## src/rtl/flexbex_ibex_rf_wr_arbiter.sv

```systemverilog
// Round-robin arbiter that funnels writeback requests into the register file
// write port through a one-entry registered stage, also used as a bypass source.
module flexbex_ibex_rf_wr_arbiter #(
  parameter int NUM_REQ    = 3,
  parameter int DATA_WIDTH = 32,
  parameter int ADDR_WIDTH = 5
) (
  input  logic                          clk,
  input  logic                          rst,
  input  logic                          stall_i,
  input  logic [NUM_REQ-1:0]            req_valid_i,
  output logic [NUM_REQ-1:0]            req_ready_o,
  input  logic [NUM_REQ*ADDR_WIDTH-1:0] req_addr_i,
  input  logic [NUM_REQ*DATA_WIDTH-1:0] req_data_i,
  output logic [ADDR_WIDTH-1:0]         waddr_a_o,
  output logic [DATA_WIDTH-1:0]         wdata_a_o,
  output logic                          we_a_o,
  output logic                          fwd_valid_o,
  output logic [ADDR_WIDTH-1:0]         fwd_addr_o,
  output logic [DATA_WIDTH-1:0]         fwd_data_o
);

  localparam int PTR_W = (NUM_REQ > 1) ? $clog2(NUM_REQ) : 1;

  logic [PTR_W-1:0]      rr_ptr;
  logic [PTR_W-1:0]      gidx;
  logic [PTR_W-1:0]      next_ptr;
  logic                  found;
  logic                  fire;
  logic [NUM_REQ-1:0]    grant;
  logic [ADDR_WIDTH-1:0] sel_addr;
  logic [DATA_WIDTH-1:0] sel_data;
  logic [ADDR_WIDTH-1:0] waddr_q;
  logic [DATA_WIDTH-1:0] wdata_q;
  logic                  we_q;

  // Scan from rr_ptr upward (wrapping) and take the first valid requester.
  always_comb begin
    int idx;
    int g;
    found = 1'b0;
    g     = 0;
    idx   = 0;
    for (int i = 0; i < NUM_REQ; i++) begin
      idx = (int'(rr_ptr) + i) % NUM_REQ;
      if (!found && req_valid_i[idx]) begin
        found = 1'b1;
        g     = idx;
      end
    end
    gidx     = PTR_W'(g);
    next_ptr = PTR_W'((g + 1) % NUM_REQ);
  end

  always_comb begin
    grant = '0;
    grant[gidx] = 1'b1;
  end

  assign fire        = found && !stall_i && !rst;
  assign req_ready_o = fire ? grant : '0;
  assign sel_addr    = req_addr_i[gidx*ADDR_WIDTH +: ADDR_WIDTH];
  assign sel_data    = req_data_i[gidx*DATA_WIDTH +: DATA_WIDTH];

  always_ff @(posedge clk or posedge rst) begin
    if (rst) begin
      rr_ptr  <= '0;
      waddr_q <= '0;
      wdata_q <= '0;
      we_q    <= 1'b0;
    end else if (fire) begin
      rr_ptr  <= next_ptr;
      waddr_q <= sel_addr;
      wdata_q <= sel_data;
      we_q    <= (sel_addr != '0);
    end else begin
      we_q    <= 1'b0;
    end
  end

  assign waddr_a_o   = waddr_q;
  assign wdata_a_o   = wdata_q;
  assign we_a_o      = we_q;
  assign fwd_valid_o = we_q;
  assign fwd_addr_o  = waddr_q;
  assign fwd_data_o  = wdata_q;

endmodule
```

## config.mk

```make
export PLATFORM = sky130hd
export DESIGN_NAME = flexbex_ibex_rf_wr_arbiter
export DESIGN_NICKNAME = d
export VERILOG_FILES = /design/src/rtl/flexbex_ibex_rf_wr_arbiter.sv
export SDC_FILE = /design/constraint.sdc
export NUM_CORES = 1
export LEC_CHECK = 0
export BUFFER_PORTS_ARGS = -buffer_cell sky130_fd_sc_hd__clkbuf_2
export CORE_ASPECT_RATIO = 0.6
export CORE_MARGIN = 2
export CORE_UTILIZATION = 35
export DETAILED_ROUTE_END_ITERATION = 8
export GPL_TIMING_DRIVEN = 0
export SYNTH_ARGS = -nofsm -noshare
export SYNTH_HDL_FRONTEND = slang
export SYNTH_SLANG_ARGS = --single-unit
```

## constraint.sdc

```tcl
create_clock -name clk -period 8.4 [get_ports clk]
set_input_delay 0.42 -clock clk [delete_from_list [all_inputs] [get_ports clk]]
set_output_delay 0.42 -clock clk [all_outputs]
set_load 0.01 [all_outputs]
```

# Word level (Yosys, flattened, before mapping)
# Cells that the tools add are included.
# classes
addsub	3
multipliers	1
div	4
order_cmp	5
n_shift	2
muxes	19
reduce_logical	10
# ops
cell	n
< comparator 32 x 4 -> 1 bit (second input constant)	3
modulo 32 x 3 -> 32 bit (second input constant)	3
two-way mux 32 bit	3
variable part select 96 x 8 -> 32 bit	1
adder 32 x 2 -> 32 bit (second input constant)	1
modulo 3 x 3 -> 32 bit (second input constant)	1
variable part select 15 x 6 -> 5 bit	1
two-way mux 1 bit	11
binary-select mux 1 bit (select 2 bit)	3
logical AND 1 bit	5
multiplier 2 x 3 -> 5 bit (second input constant)	1
nonzero test 5 bit	1
logical NOT 1 bit	4
adder 2 x 1 -> 3 bit (second input constant)	1
adder 2 x 2 -> 3 bit (second input constant)	1
< comparator 2 x 3 -> 1 bit (second input constant)	1
two-way mux 3 bit	1
demux 1 bit (select 2 bit)	1
greater-or-equal comparator 2 x 1 -> 1 bit (second input constant)	1
# totals
ff_bits	40
out_inout_bits	79
wordCells	48

# Depth between registers and ports, before layout
# Gate-level depths: netlist (run 1).
# logic_depth
depth_word	16
mapped_depth	35

# Worst setup path after synthesis (run 1)
# Ideal clock, no wire load.
# synth_timing
path_kind	register to register
startpoint	reg rr_ptr[1]
endpoint	reg rr_ptr[0]
t_arrival_ns	7.032
t_required_ns	8.276
slack_ns	1.244
path_stages_with_launch	34
n_path_buf	5
synth_period_minus_slack_ns	7.156
cell_sequence	dfrtp_1 -> inv_1 -> ha_1 -> buf_6 -> mux2_2 -> a21o_1 -> clkbuf_1 -> o21ai_0 -> a22oi_1 -> clkbuf_1 -> clkbuf_1 -> ha_1 -> a221oi_1 -> o31ai_1 -> o31a_1 -> nor2_4 -> nor2_1 -> or3_1 -> o21ai_0 -> ha_1 -> clkbuf_1 -> nor3_1 -> o21ai_0 -> o21ai_0 -> a21oi_1 -> o21ai_0 -> ha_1 -> a21oi_1 -> nand2_1 -> xnor2_1 -> ha_1 -> or2_2 -> o31a_1 -> o31a_1
# synth_via
elab_chain_len	13
# synth_lines
element	line	rtl
from (decl)	25	logic [PTR_W-1:0] rr_ptr;
from (signal assigned)	72	rr_ptr <= next_ptr;
parallel branches: the longest is 13 deep, another holds modulo 32 x 3 -> 32 bit	-	
# Several ways; the timed one is not identified. The select of a mux whose other input is x is not followed.
# A chain may end at the register's enable or synchronous reset.

# Final worst setup path (run 1)
# layout_timing
startpoint	reg rr_ptr[0]
endpoint	reg rr_ptr[0]
# Same word-level chain as after synthesis.

==> summary.md, run 1 <==
| Metric | Value |
|---|---|
| Synthesized Nets | `702` |
| Critical-path top delay cell | `sky130_fd_sc_hd__dfrtp_1` |
| Period Utilization, post-route | `93.3%` |
| Die Width | `142 um` |
| Share of the synthesized area in the top cell type | `24.9%` |
| Peak VDD IR | `214 uV` |
| Remaining DRCs | `0` |
| Count of maximum capacitance violations | `0` |
| Post-synth top flop | `sky130_fd_sc_hd__dfrtp_1` |
| Path depth of the worst reg2reg path | `33` |
| Delay contributed by the slowest stage of the critical path | `430 ps` |
| Clock root buffer | `sky130_fd_sc_hd__clkbuf_16` |
| Sequential fraction of design power | `12.1%` |
| Die Ht | `87.1 um` |
| Worst-case setup margin in the final layout | `563 ps` |
| Final weighted congestion in routability-driven placement | `0.957` |
| Peak clock frequency supported by timing | `0.128 GHz` |
| Die Footprint | `12400 um^2` |
| EDFF count, synth | `0` |
| Via-to-Cell Ratio | `5.29` |
| Total number of yosys warnings | `0` |
| Clock latency of the later-clocked register in the worst-skew pair | `280 ps` |
| Detailed Routing Iterations Pass 1 | `5` |
| Count of antenna-violating nets left after detailed routing | `0` |
| Overall Power | `3.02 mW` |
| Top cells by area, synth | `sky130_fd_sc_hd__dfrtp_1 25%, sky130_fd_sc_hd__nand2_1 12%, sky130_fd_sc_hd__a21oi_1 11%` |
| Buffer depth of the longest clock path | `2` |
| Final number of hold-violating endpoints | `0` |
| GRT Residual Overflow | `0` |
| Int Pwr | `1.39 mW` |
| Power per cell area | `563 nW/um^2` |
| Number of distinct library cells after synthesis | `69` |
| Wire length after detailed routing | `14200 um` |
| Yosys reg bits | `40` |
| Post-Route Setup TNS | `0 ps` |
| Finish-stage setup viols | `0` |
| HPWL after detailed placement | `11400 um` |
| DP Worst Slack | `-387 ps` |
| Area growth from synthesis to layout | `33.3%` |
| Routed len/inst | `15.5 um` |
| H-tree depth | `2` |
| Antenna diode count | `0` |
| Port Buf Inserts | `195` |
| Largest net degree at the start of global routing | `41` |
| Number of buffers inserted during clock tree synthesis | `5` |
| Number of slew-limit violations in the final report | `0` |
| Hold Path Class | `in -> async` |
| Std-Cell Core Area | `11300 um^2` |
| Post-layout nets | `904` |
| Clock skew after layout | `3.01 ps` |
| Unrepaired setup endpoints after global routing | `false` |
| Wire length of the first global-routing pass | `22300 um` |
| Sw Ratio | `53.9%` |
| Status | `completed` |
| Routed via count | `4826` |
| CP dominant cell by count | `sky130_fd_sc_hd__o21ai_0` |
| Async set-or-reset flop fraction in the synthesized netlist | `100%` |
| Hold_ws | `317 ps` |
| Critical path capture point type | `flip-flop` |
| Iteration-0 DRC count of the detailed router | `369` |
| Sequential-to-total area share from yosys stat | `24.9%` |
| Slew at the pin closest to its max-slew limit | `847 ps` |
| Vias in the first global route | `4401` |
| Clock slew seen by the registers of the worst setup and hold paths | `60 ps` |
| Cell accounting for the most synthesized area | `sky130_fd_sc_hd__dfrtp_1` |
| Clock tree from TritonCTS | `yes` |
| Kind of start point of the critical path | `flip-flop` |
| Psw | `1.63 mW` |
| Shortest clock period the worst path allows after layout | `7840 ps` |
| Crit path required time | `8570 ps` |
| Signal arrival time at the worst endpoint | `8010 ps` |
| CP max FO | `12` |
| Post-Synthesis Cells | `566` |
| Leakage power figure | `2.72 nW` |
| Starting density of the core | `35.7%` |
| Clock sink count | `40` |
| Start-to-end type of the worst setup path | `reg -> reg` |
| Comb pwr share | `81.5%` |
| Fraction of final layout cells with drive strength greater than 1 | `35.1%` |
| Rel. slew slack | `43.5%` |
| Post-synthesis area per instance | `7.11 um^2` |
| GR Util All Layers | `22.4%` |
| Post-synthesis cell area | `4030 um^2` |
| Number of rows created at floorplan | `30` |
| Post-CTS Setup Bufs | `0` |
| Number of antenna violations at the first check in global routing | `0` |
| Clock network fraction of design power | `6.4%` |
| I/O pin cnt | `196` |
[per-stage QoR]
| stage | cell area, um^2 | cells | util, % |
|---|---|---|---|
| detailed placement | 5180 | 905 | 46.0 |
| global placement | 5180 | 905 | 46.0 |
| floorplan | 4030 | 566 | - |
| finish | 5360 | 913 | 47.6 |
| CTS | 5340 | 913 | 47.4 |
| global route | 5360 | 913 | 47.6 |
[what timing repair did]
item,in CTS,in global routing
gates resized for setup,4,15
setup endpoints to repair,2,2
hold buffers,0,0
[metal layers]
metal	track usage (%)	vias to the layer above	wire length, um
li1	-	2341	-
met1	33.6	2304	6880
met2	33.8	171	6220
met3	4.45	10	967
met4	3.78	0	103
met5	0	-	0
[placed cells by master (no fill, tap or decap), types with 9 or more instances in the layout]
cell and instances:
sky130_fd_sc_hd__ha_1 18, sky130_fd_sc_hd__clkbuf_1 26, sky130_fd_sc_hd__nor4_1 9, sky130_fd_sc_hd__buf_4 38
sky130_fd_sc_hd__clkbuf_2 199, sky130_fd_sc_hd__nor2_1 22, sky130_fd_sc_hd__inv_1 19, sky130_fd_sc_hd__nand2_1 126
sky130_fd_sc_hd__a21oi_1 85, sky130_fd_sc_hd__nor3_1 9, sky130_fd_sc_hd__dfrtp_1 39, sky130_fd_sc_hd__o21ai_0 55
[registers in the layout, summed over array words and instances, names as in the netlist]
register     cells
fwd_addr_o       5
fwd_data_o      32
fwd_valid_o      1
rr_ptr           2
[final timing paths]
path	from	to	slack [ps]
max in group asynchronous	rst	rr_ptr[1]$_DFFE_PP0P_	7500
hold reg to reg	fwd_data_o[11]$_DFFE_PP0P_	fwd_data_o[11]$_DFFE_PP0P_	520
min in group clk	req_data_i[81]	fwd_data_o[17]$_DFFE_PP0P_	410
hold / removal	rst	fwd_data_o[13]$_DFFE_PP0P_	320
setup reg to reg	rr_ptr[0]$_DFFE_PP0P_	rr_ptr[0]$_DFFE_PP0P_	560
setup / recovery	rr_ptr[0]$_DFFE_PP0P_	rr_ptr[0]$_DFFE_PP0P_	560
[area by class of cell]
cell class | count | area [um^2]
Inverter | 20 | 75.1
Tap cell | 144 | 180
Clock buffer | 8 | 146
Fill cell | 1186 | 5900
Multi-Input combinational cell | 431 | 2530
Buffer | 75 | 457
Sequential cell | 40 | 1000
Timing Repair Buffer | 195 | 976
[logic make-up after synthesis]
family,share of synthesized area [%]
AOI/OAI and AO/OA,28.8
xor gates and xnor gates,2.18
adders and majority gates,5.91
buffers and inverters,12.9
DFF,24.9
muxes,2.46
and+or+nand+nor,22.9
[critical path: cells and delay by family, from the launching register on]
family,cells,cell delay (ps)
compound gates,14,2800
simple gates,7,1530
fa+ha+maj,5,1260
xor+xnor,1,150
flops,1,430
buf+inv,6,1500
[Yosys cell counts, types with 2 or more instances]
cell type,count
sky130_fd_sc_hd__dfrtp_1,40
sky130_fd_sc_hd__o211a_1,3
sky130_fd_sc_hd__xor2_1,2
sky130_fd_sc_hd__mux2_2,3
sky130_fd_sc_hd__a221oi_1,3
sky130_fd_sc_hd__a21oi_1,85
sky130_fd_sc_hd__o21ai_0,55
sky130_fd_sc_hd__buf_4,38
sky130_fd_sc_hd__o31ai_1,2
sky130_fd_sc_hd__buf_6,2
sky130_fd_sc_hd__a211oi_1,3
sky130_fd_sc_hd__nor2b_1,2
sky130_fd_sc_hd__a22oi_1,4
sky130_fd_sc_hd__a211o_1,2
sky130_fd_sc_hd__or3_1,3
sky130_fd_sc_hd__nand4_1,4
sky130_fd_sc_hd__buf_2,4
sky130_fd_sc_hd__nand2b_1,3
sky130_fd_sc_hd__nor4_1,9
sky130_fd_sc_hd__o211ai_1,2
sky130_fd_sc_hd__o31a_1,3
sky130_fd_sc_hd__xnor2_1,8
sky130_fd_sc_hd__or2_1,2
sky130_fd_sc_hd__nor2_1,22
sky130_fd_sc_hd__a21o_1,3
sky130_fd_sc_hd__nand2_1,126
sky130_fd_sc_hd__nand3b_1,3
sky130_fd_sc_hd__nor3_1,9
sky130_fd_sc_hd__mux2i_1,5
sky130_fd_sc_hd__a2111o_1,2
sky130_fd_sc_hd__ha_1,19
sky130_fd_sc_hd__inv_1,20
sky130_fd_sc_hd__a31oi_1,3
sky130_fd_sc_hd__clkbuf_1,30
sky130_fd_sc_hd__nand4b_1,2
sky130_fd_sc_hd__nand3_1,7
[power by group through the flow]
| stage | logic, mW | registers, mW | clock network, mW |
|---|---|---|---|
| 2_1_floorplan | 1.74 | 0.378 | 0 |
| 3_3_place_gp | 2.36 | 0.366 | 0 |
| 3_5_place_dp | 2.40 | 0.368 | 0 |
| 4_1_cts | 2.42 | 0.367 | 0.197 |
| 5_1_grt | 2.76 | 0.378 | 0.207 |
| 6_report | 2.46 | 0.367 | 0.193 |
(Power assumes the default switching activity.)
==> run 2: changes to the inputs <==
--- a/config.mk
+++ b/config.mk
@@ -5,6 +5,7 @@
 export SDC_FILE = /design/constraint.sdc
 export NUM_CORES = 1
 export LEC_CHECK = 0
+export ABC_AREA = 1
 export BUFFER_PORTS_ARGS = -buffer_cell sky130_fd_sc_hd__clkbuf_2
 export CORE_ASPECT_RATIO = 0.6
 export CORE_MARGIN = 2
==> summary.md, run 2 <==
| Metric | Value |
|---|---|
| Status | `completed` |
| Die Width | `138 um (-3.3%)` |
| Internal reg-to-reg setup slack | `1690 ps (+1130 ps)` |
| Die Footprint | `11600 um^2 (-6.5%)` |
| Critical R2R Launch | `rr_ptr[1]$_DFFE_PP0P_` |
| CP max FO | `12 (unchanged)` |
| Signal arrival time at the worst endpoint | `6880 ps (-1130 ps)` |
| Clock tree from TritonCTS | `yes` |
| Post-synthesis area per instance | `7.01 um^2 (-1.5%)` |
| Shortest clock period the worst path allows after layout | `6710 ps (-1130 ps)` |
| Path depth of the worst reg2reg path | `41 (+24%)` |
| Final standard cell count with taps included and fillers excluded | `879 (-3.7%)` |
| Post-synth top flop | `sky130_fd_sc_hd__dfrtp_1` |
| Delay contributed by the slowest stage of the critical path | `510 ps (+80 ps)` |
| Post-synthesis cell area | `3750 um^2 (-6.7%)` |
| Via-to-Cell Ratio | `4.96 (-6.1%)` |
| I/O pin cnt | `196 (unchanged)` |
| Hold Path Class | `in -> async` |
| Number of slew-limit violations in the final report | `0 (unchanged)` |
| Most numerous cell in the Yosys netlist | `sky130_fd_sc_hd__nand2_1` |
| Total number of yosys warnings | `0 (unchanged)` |
| Number of buffers inserted during clock tree synthesis | `5 (unchanged)` |
| Number of antenna violations at the first check in global routing | `0 (unchanged)` |
| Die Ht | `84.2 um (-3.3%)` |
| Share of the synthesized area in the top cell type | `26.7% (+1.8 points)` |
| HPWL after detailed placement | `11000 um (-3.7%)` |
| Largest family of logic cells by synthesized area | `simple AND/OR/NAND/NOR gates` |
| Yosys reg bits | `40 (unchanged)` |
| Sequential-to-total area share from yosys stat | `26.7% (+1.8 points)` |
| Cell accounting for the most synthesized area | `sky130_fd_sc_hd__dfrtp_1` |
| Clock sink count | `40 (unchanged)` |
| Post-CTS Resized | `0 (-4)` |
| Crit path required time | `8570 ps (about the same)` |
| Slew at the pin closest to its max-slew limit | `605 ps (-242 ps)` |
| Commonest cells in the synthesized netlist | `78 x sky130_fd_sc_hd__nand2_1, 50 x sky130_fd_sc_hd__nor2_1, 48 x sky130_fd_sc_hd__o21ai_0` |
| Count of maximum capacitance violations | `0 (unchanged)` |
| Number of rows created at floorplan | `29 (-3.3%)` |
| CTS Hold Buffers Added | `0 (unchanged)` |
| Post-CTS Setup Bufs | `0 (unchanged)` |
| Unrepaired setup endpoints after global routing | `false` |
| Final weighted congestion in routability-driven placement | `0.882 (-7.8%)` |
| Async set-or-reset flop fraction in the synthesized netlist | `100% (unchanged)` |
| Filler cell count in the final layout | `1092 (-7.9%)` |
| Max reg flops | `32 (unchanged)` |
| EDFF count, synth | `0 (unchanged)` |
| Worst path top cell family by delay | `simple AND/OR/NAND/NOR gates` |
| Clock latency of the later-clocked register in the worst-skew pair | `290 ps (about the same)` |
| Post-Route Setup TNS | `0 ps (unchanged)` |
| Antenna diode count | `0 (unchanged)` |
| Routed len/inst | `15.2 um (-2.0%)` |
| Wire length after detailed routing | `13400 um (-5.6%)` |
| Synth Area in Adders | `6.33% (+0.43 points)` |
| Count of antenna-violating nets left after detailed routing | `0 (unchanged)` |
| Clock slew seen by the registers of the worst setup and hold paths | `60 ps (about the same)` |
| Final number of hold-violating endpoints | `0 (unchanged)` |
| XOR/XNOR share of the synthesized area | `0.933% (-1.2 points)` |
| Number of distinct library cells after synthesis | `31 (-55%)` |
| Capturing point of the worst reg2reg path | `rr_ptr[1]$_DFFE_PP0P_` |
| Combined buffer and inverter count along the critical path | `10 (+4)` |
| Detailed Routing Iterations Pass 1 | `4 (-1)` |
| CP dominant cell by count | `sky130_fd_sc_hd__nand2_1` |
| Top cells by area, synth | `sky130_fd_sc_hd__dfrtp_1 27%, sky130_fd_sc_hd__nand2_1 7.8%, sky130_fd_sc_hd__buf_4 7.6%` |
| Post-Synthesis Cells | `536 (-5.3%)` |
| Starting density of the core | `35.7% (-0.061 points)` |
| Synthesized Nets | `672 (-4.3%)` |
| Share of synthesized area spent on multiplexers | `0% (-2.5 points)` |
| Kind of start point of the critical path | `flip-flop` |
| Routed via count | `4361 (-9.6%)` |
| Clock skew after layout | `6.49 ps (+3.48 ps)` |
| Remaining DRCs | `0 (unchanged)` |
| Area growth from synthesis to layout | `35.7%` |
| Most frequent cells in the layout | `195 x sky130_fd_sc_hd__clkbuf_2, 78 x sky130_fd_sc_hd__nand2_1, 50 x sky130_fd_sc_hd__nor2_1` |
| Finish-stage setup viols | `0 (unchanged)` |
| H-tree depth | `2 (unchanged)` |
| Critical path capture point type | `flip-flop` |
| GR Util All Layers | `23.5% (+1.1 points)` |
| Placed cells | `871 (-3.8%)` |
| Wire length of the first global-routing pass | `21400 um (-3.8%)` |
| Fraction of final layout cells with drive strength greater than 1 | `39.3% (+4.2 points)` |
| Rel. slew slack | `59.7% (+16 points)` |
| Peak clock frequency supported by timing | `0.149 GHz (+17%)` |
| Startpoint of the most critical setup path | `rr_ptr[1]$_DFFE_PP0P_` |
| Std-Cell Core Area | `10500 um^2 (-6.6%)` |
| Post-layout nets | `875 (-3.2%)` |
| Critical-path top delay cell | `sky130_fd_sc_hd__clkbuf_1` |
| Period Utilization, post-route | `79.9% (-13 points)` |
| Port Buf Inserts | `195 (unchanged)` |
| Most common library cell in the layout ignoring fill and taps | `sky130_fd_sc_hd__clkbuf_2` |
| Clock root buffer | `sky130_fd_sc_hd__clkbuf_16` |
| Iteration-0 DRC count of the detailed router | `259 (-30%)` |
| Fraction of the mapped netlist area in compound gates | `24.4% (-4.4 points)` |
| Simple-gate area share of the yosys netlist | `26.4% (+3.5 points)` |
| Vias in the first global route | `4225 (-4.0%)` |
| GRT Residual Overflow | `0 (unchanged)` |
| Largest net degree at the start of global routing | `23 (-44%)` |
| Start-to-end type of the worst setup path | `reg -> reg` |
| Buffer depth of the longest clock path | `2 (unchanged)` |
[run 2: how the worst max path moves through the flow]
stage	endpoint	slack, ps	cells past startpoint
floorplan	rr_ptr[1]$_DFFE_PP0P_	2970	41
global placement	rr_ptr[1]$_DFFE_PP0P_	1900	41
detailed placement	rr_ptr[1]$_DFFE_PP0P_	1780	41
CTS	rr_ptr[1]$_DFFE_PP0P_	1730	41
global route	rr_ptr[1]$_DFFE_PP0P_	970	41
finish	rr_ptr[1]$_DFFE_PP0P_	1690	41
[run 2: logic make-up after synthesis]
kind of cell             after synthesis
AND/OR/NAND/NOR                      206
AO/OA/AOI/OAI                        155
buffers and inverters                112
flip-flops                            40
adder cells (fa/ha/maj)               19
XOR/XNOR                               4
[run 2: stage by stage]
stage               hold WS, ps  setup slack [ps]  utilization, %  instance area, um^2
detailed placement          457              1780            46.9                 4930
global route                174               972            48.4                 5100
global placement            496              1900            46.6                 4900
floorplan                   535              2970               -                 3750
finish                      131              1690            48.4                 5100
CTS                         147              1730            48.4                 5100
[run 2: cell type report]
class	count	area, um^2	share of cell area [%]
Timing Repair Buffer	196	1000	19.7
Multi-Input combinational cell	384	2180	42.8
Sequential cell	40	1000	19.6
Tap cell	139	174	3.41
Clock buffer	6	129	2.53
Buffer	67	405	7.95
Inverter	45	169	3.31
Clock inverter	2	35.0	0.687
[run 2: metal layers]
layer | track usage (%) | wire [um] | up-vias
met4 | 5.57 | 311 | 0
met5 | 0 | 0 | -
li1 | - | - | 2173
met1 | 32.7 | 6120 | 2010
met2 | 37.3 | 6020 | 154
met3 | 5.19 | 913 | 24
[run 2: worst reg2reg max path: cells and delay by family, from the launching register on]
family / cells / cell delay (ps)
xor+xnor: 1 / 250
compound gates: 3 / 610
simple gates: 22 / 2110
buf+inv: 10 / 1700
flops: 1 / 480
fa+ha+maj: 5 / 1470
Power of run 2 is not shown: default switching activity piles up to over one toggle a cycle in this logic, so the estimate is an artifact.
==> run 3: changes to the inputs <==
--- a/config.mk
+++ b/config.mk
@@ -5,7 +5,7 @@
 export SDC_FILE = /design/constraint.sdc
 export NUM_CORES = 1
 export LEC_CHECK = 0
-export ABC_AREA = 1
+export ABC_AREA = 0
 export BUFFER_PORTS_ARGS = -buffer_cell sky130_fd_sc_hd__clkbuf_2
 export CORE_ASPECT_RATIO = 0.6
 export CORE_MARGIN = 2
==> constraint.sdc (replaced) <==
create_clock -name clk -period 6.5 [get_ports clk]
set_input_delay 0.325 -clock clk [delete_from_list [all_inputs] [get_ports clk]]
set_output_delay 0.325 -clock clk [all_outputs]
set_load 0.01 [all_outputs]
==> summary.md, run 3 (synthesized netlist as in run 1, its figures left out) <==
| Metric | Value |
|---|---|
| Clock slew seen by the registers of the worst setup and hold paths | `60 ps (about the same)` |
| Iteration-0 DRC count of the detailed router | `304 (+17%)` |
| Startpoint of the most critical setup path | `rr_ptr[1]$_DFFE_PP0P_` |
| Finish-stage setup viols | `0 (unchanged)` |
| Port Buf Inserts | `195 (unchanged)` |
| Critical-path top delay cell | `sky130_fd_sc_hd__dfrtp_2` |
| Detail Route met3 WL | `1140 um (+25%)` |
| Clock sink count | `40 (unchanged)` |
| Area growth from synthesis to layout | `45.6%` |
| Std-Cell Core Area | `11300 um^2 (+7.0%)` |
| Final standard cell count with taps included and fillers excluded | `947 (+7.7%)` |
| Kind of start point of the critical path | `flip-flop` |
| H-tree depth | `2 (unchanged)` |
| Antenna diode count | `0 (unchanged)` |
| Slew at the pin closest to its max-slew limit | `876 ps (+271 ps)` |
| HPWL after detailed placement | `11600 um (+5.6%)` |
| Vias in the first global route | `4420 (+4.6%)` |
| Rel. slew slack | `41.5% (-18 points)` |
| Wire length after detailed routing | `15300 um (+15%)` |
| Shortest clock period the worst path allows after layout | `6280 ps (-431 ps)` |
| Post-Route Setup TNS | `0 ps (unchanged)` |
| Via-to-Cell Ratio | `5.36 (+8.1%)` |
| Remaining DRCs | `0 (unchanged)` |
| CP max FO | `10 (-2)` |
| Final weighted congestion in routability-driven placement | `0.932 (+5.7%)` |
| Placed cells | `905 (+3.9%)` |
| Hold Path Class | `in -> async` |
| Crit path required time | `6670 ps (-1900 ps)` |
| Status | `completed` |
| Amount of wire on met2 after detailed routing | `6890 um (+14%)` |
| Metal1 wirelength | `7210 um (+18%)` |
| Final instance area | `5860 um^2 (+15%)` |
| Path depth of the worst reg2reg path | `31 (-24%)` |
| Routed len/inst | `16.2 um (+6.4%)` |
| Top layer used by detailed routing | `met4` |
| Detailed Routing Iterations Pass 1 | `5 (+1)` |
| GRT Residual Overflow | `0 (unchanged)` |
| Fraction of final layout cells with drive strength greater than 1 | `42.0% (+2.6 points)` |
| GR Util All Layers | `23.1% (-0.37 points)` |
| Number of slew-limit violations in the final report | `0 (unchanged)` |
| Routed via count | `5077 (+16%)` |
| Count of antenna-violating nets left after detailed routing | `0 (unchanged)` |
| Most frequent cells in the layout | `195 x sky130_fd_sc_hd__clkbuf_2, 123 x sky130_fd_sc_hd__nand2_1, 81 x sky130_fd_sc_hd__a21oi_1` |
| Period Utilization, post-route | `96.6% (+17 points)` |
| Clock tree from TritonCTS | `yes` |
| Delay contributed by the slowest stage of the critical path | `440 ps (-70 ps)` |
| Wire length of the first global-routing pass | `22700 um (+5.9%)` |
| Core Util, Final | `52.1% (+3.6 points)` |
| Cell area reported after detailed placement | `5240 um^2 (+6.2%)` |
| I/O pin cnt | `196 (unchanged)` |
| Count of maximum capacitance violations | `0 (unchanged)` |
| Critical path capture point type | `flip-flop` |
| Largest net degree at the start of global routing | `41 (+78%)` |
| Post-layout nets | `938 (+7.2%)` |
| Signal arrival time at the worst endpoint | `6450 ps (-430 ps)` |
| Capturing point of the worst reg2reg path | `rr_ptr[0]$_DFFE_PP0P_` |
| Max reg flops | `32 (unchanged)` |
| Clock skew after layout | `5.09 ps (-1.39 ps)` |
| Critical R2R Launch | `rr_ptr[1]$_DFFE_PP0P_` |
| Worst setup path end | `rr_ptr[0]$_DFFE_PP0P_` |
| Clock latency of the later-clocked register in the worst-skew pair | `280 ps (about the same)` |
| Die Width | `142 um (+3.4%)` |
| Most common library cell in the layout ignoring fill and taps | `sky130_fd_sc_hd__clkbuf_2` |
| Start-to-end type of the worst setup path | `reg -> reg` |
| Number of rows created at floorplan | `30 (+3.4%)` |
| Number of buffers inserted during clock tree synthesis | `5 (unchanged)` |
| Starting density of the core | `35.7% (+0.061 points)` |
| Buffer depth of the longest clock path | `2 (unchanged)` |
| Final number of hold-violating endpoints | `0 (unchanged)` |
| Die Footprint | `12400 um^2 (+6.9%)` |
| Number of antenna violations at the first check in global routing | `0 (unchanged)` |
| CTS Hold Buffers Added | `0 (unchanged)` |
| Peak clock frequency supported by timing | `0.159 GHz (+6.9%)` |
| Die Ht | `87.1 um (+3.4%)` |
| Internal reg-to-reg setup slack | `220 ps (-1470 ps)` |
| Clock root buffer | `sky130_fd_sc_hd__clkbuf_16` |
## run 3: stage by stage
stage | setup slack, ps | hold slack, ps
floorplan | 15.4 | 518
global placement | -862 | 500
detailed placement | -1080 | 505
CTS | 4.26 | 267
global route | -58.5 | 311
finish | 222 | 235
## run 3: routing by layer
metal,vias up,track usage [%]
li1,2423,-
met1,2432,34.0
met2,211,36.4
met3,11,4.51
met4,0,2.61
met5,-,0
## run 3: worst min path at each step
stage | from | depth (start not counted) | end | slack (ps)
2_1_floorplan | req_data_i[64] | 2 | fwd_data_o[0]$_DFFE_PP0P_ | 520
3_3_place_gp | fwd_data_o[20]$_DFFE_PP0P_ | 2 | fwd_data_o[20]$_DFFE_PP0P_ | 500
3_5_place_dp | fwd_data_o[3]$_DFFE_PP0P_ | 2 | fwd_data_o[3]$_DFFE_PP0P_ | 510
4_1_cts | rst | 2 | fwd_data_o[11]$_DFFE_PP0P_ | 270
5_1_grt | rst | 2 | fwd_data_o[11]$_DFFE_PP0P_ | 310
6_report | rst | 2 | fwd_data_o[12]$_DFFE_PP0P_ | 240
## run 3: repair_timing
action / 4_1_cts / 5_1_grt
buffers inserted: 18 / 17
endpoints found under the setup margin: 2 / 2
pin swaps: 7 / 16
gates cloned: 1 / 0
gates resized for setup: 21 / 37
## run 3: layout make-up
cell class	instances	area, um^2
Buffer	73	499
Inverter	20	81.3
Fill cell	1112	5400
Tap cell	144	180
Multi-Input combinational cell	431	2710
Sequential cell	40	1000
Clock inverter	1	5.00
Timing Repair Buffer	231	1250
Clock buffer	7	133
## run 3: critical path, delay by kind of cell (launching register included)
| family | cells | cell delay [ps] |
|---|---|---|
| xor+xnor | 1 | 140 |
| flops | 1 | 440 |
| compound gates | 10 | 1990 |
| mux | 1 | 320 |
| simple gates | 5 | 890 |
| buf+inv | 10 | 1530 |
| fa+ha+maj | 4 | 860 |
Power of run 3 is left out for the same reason.
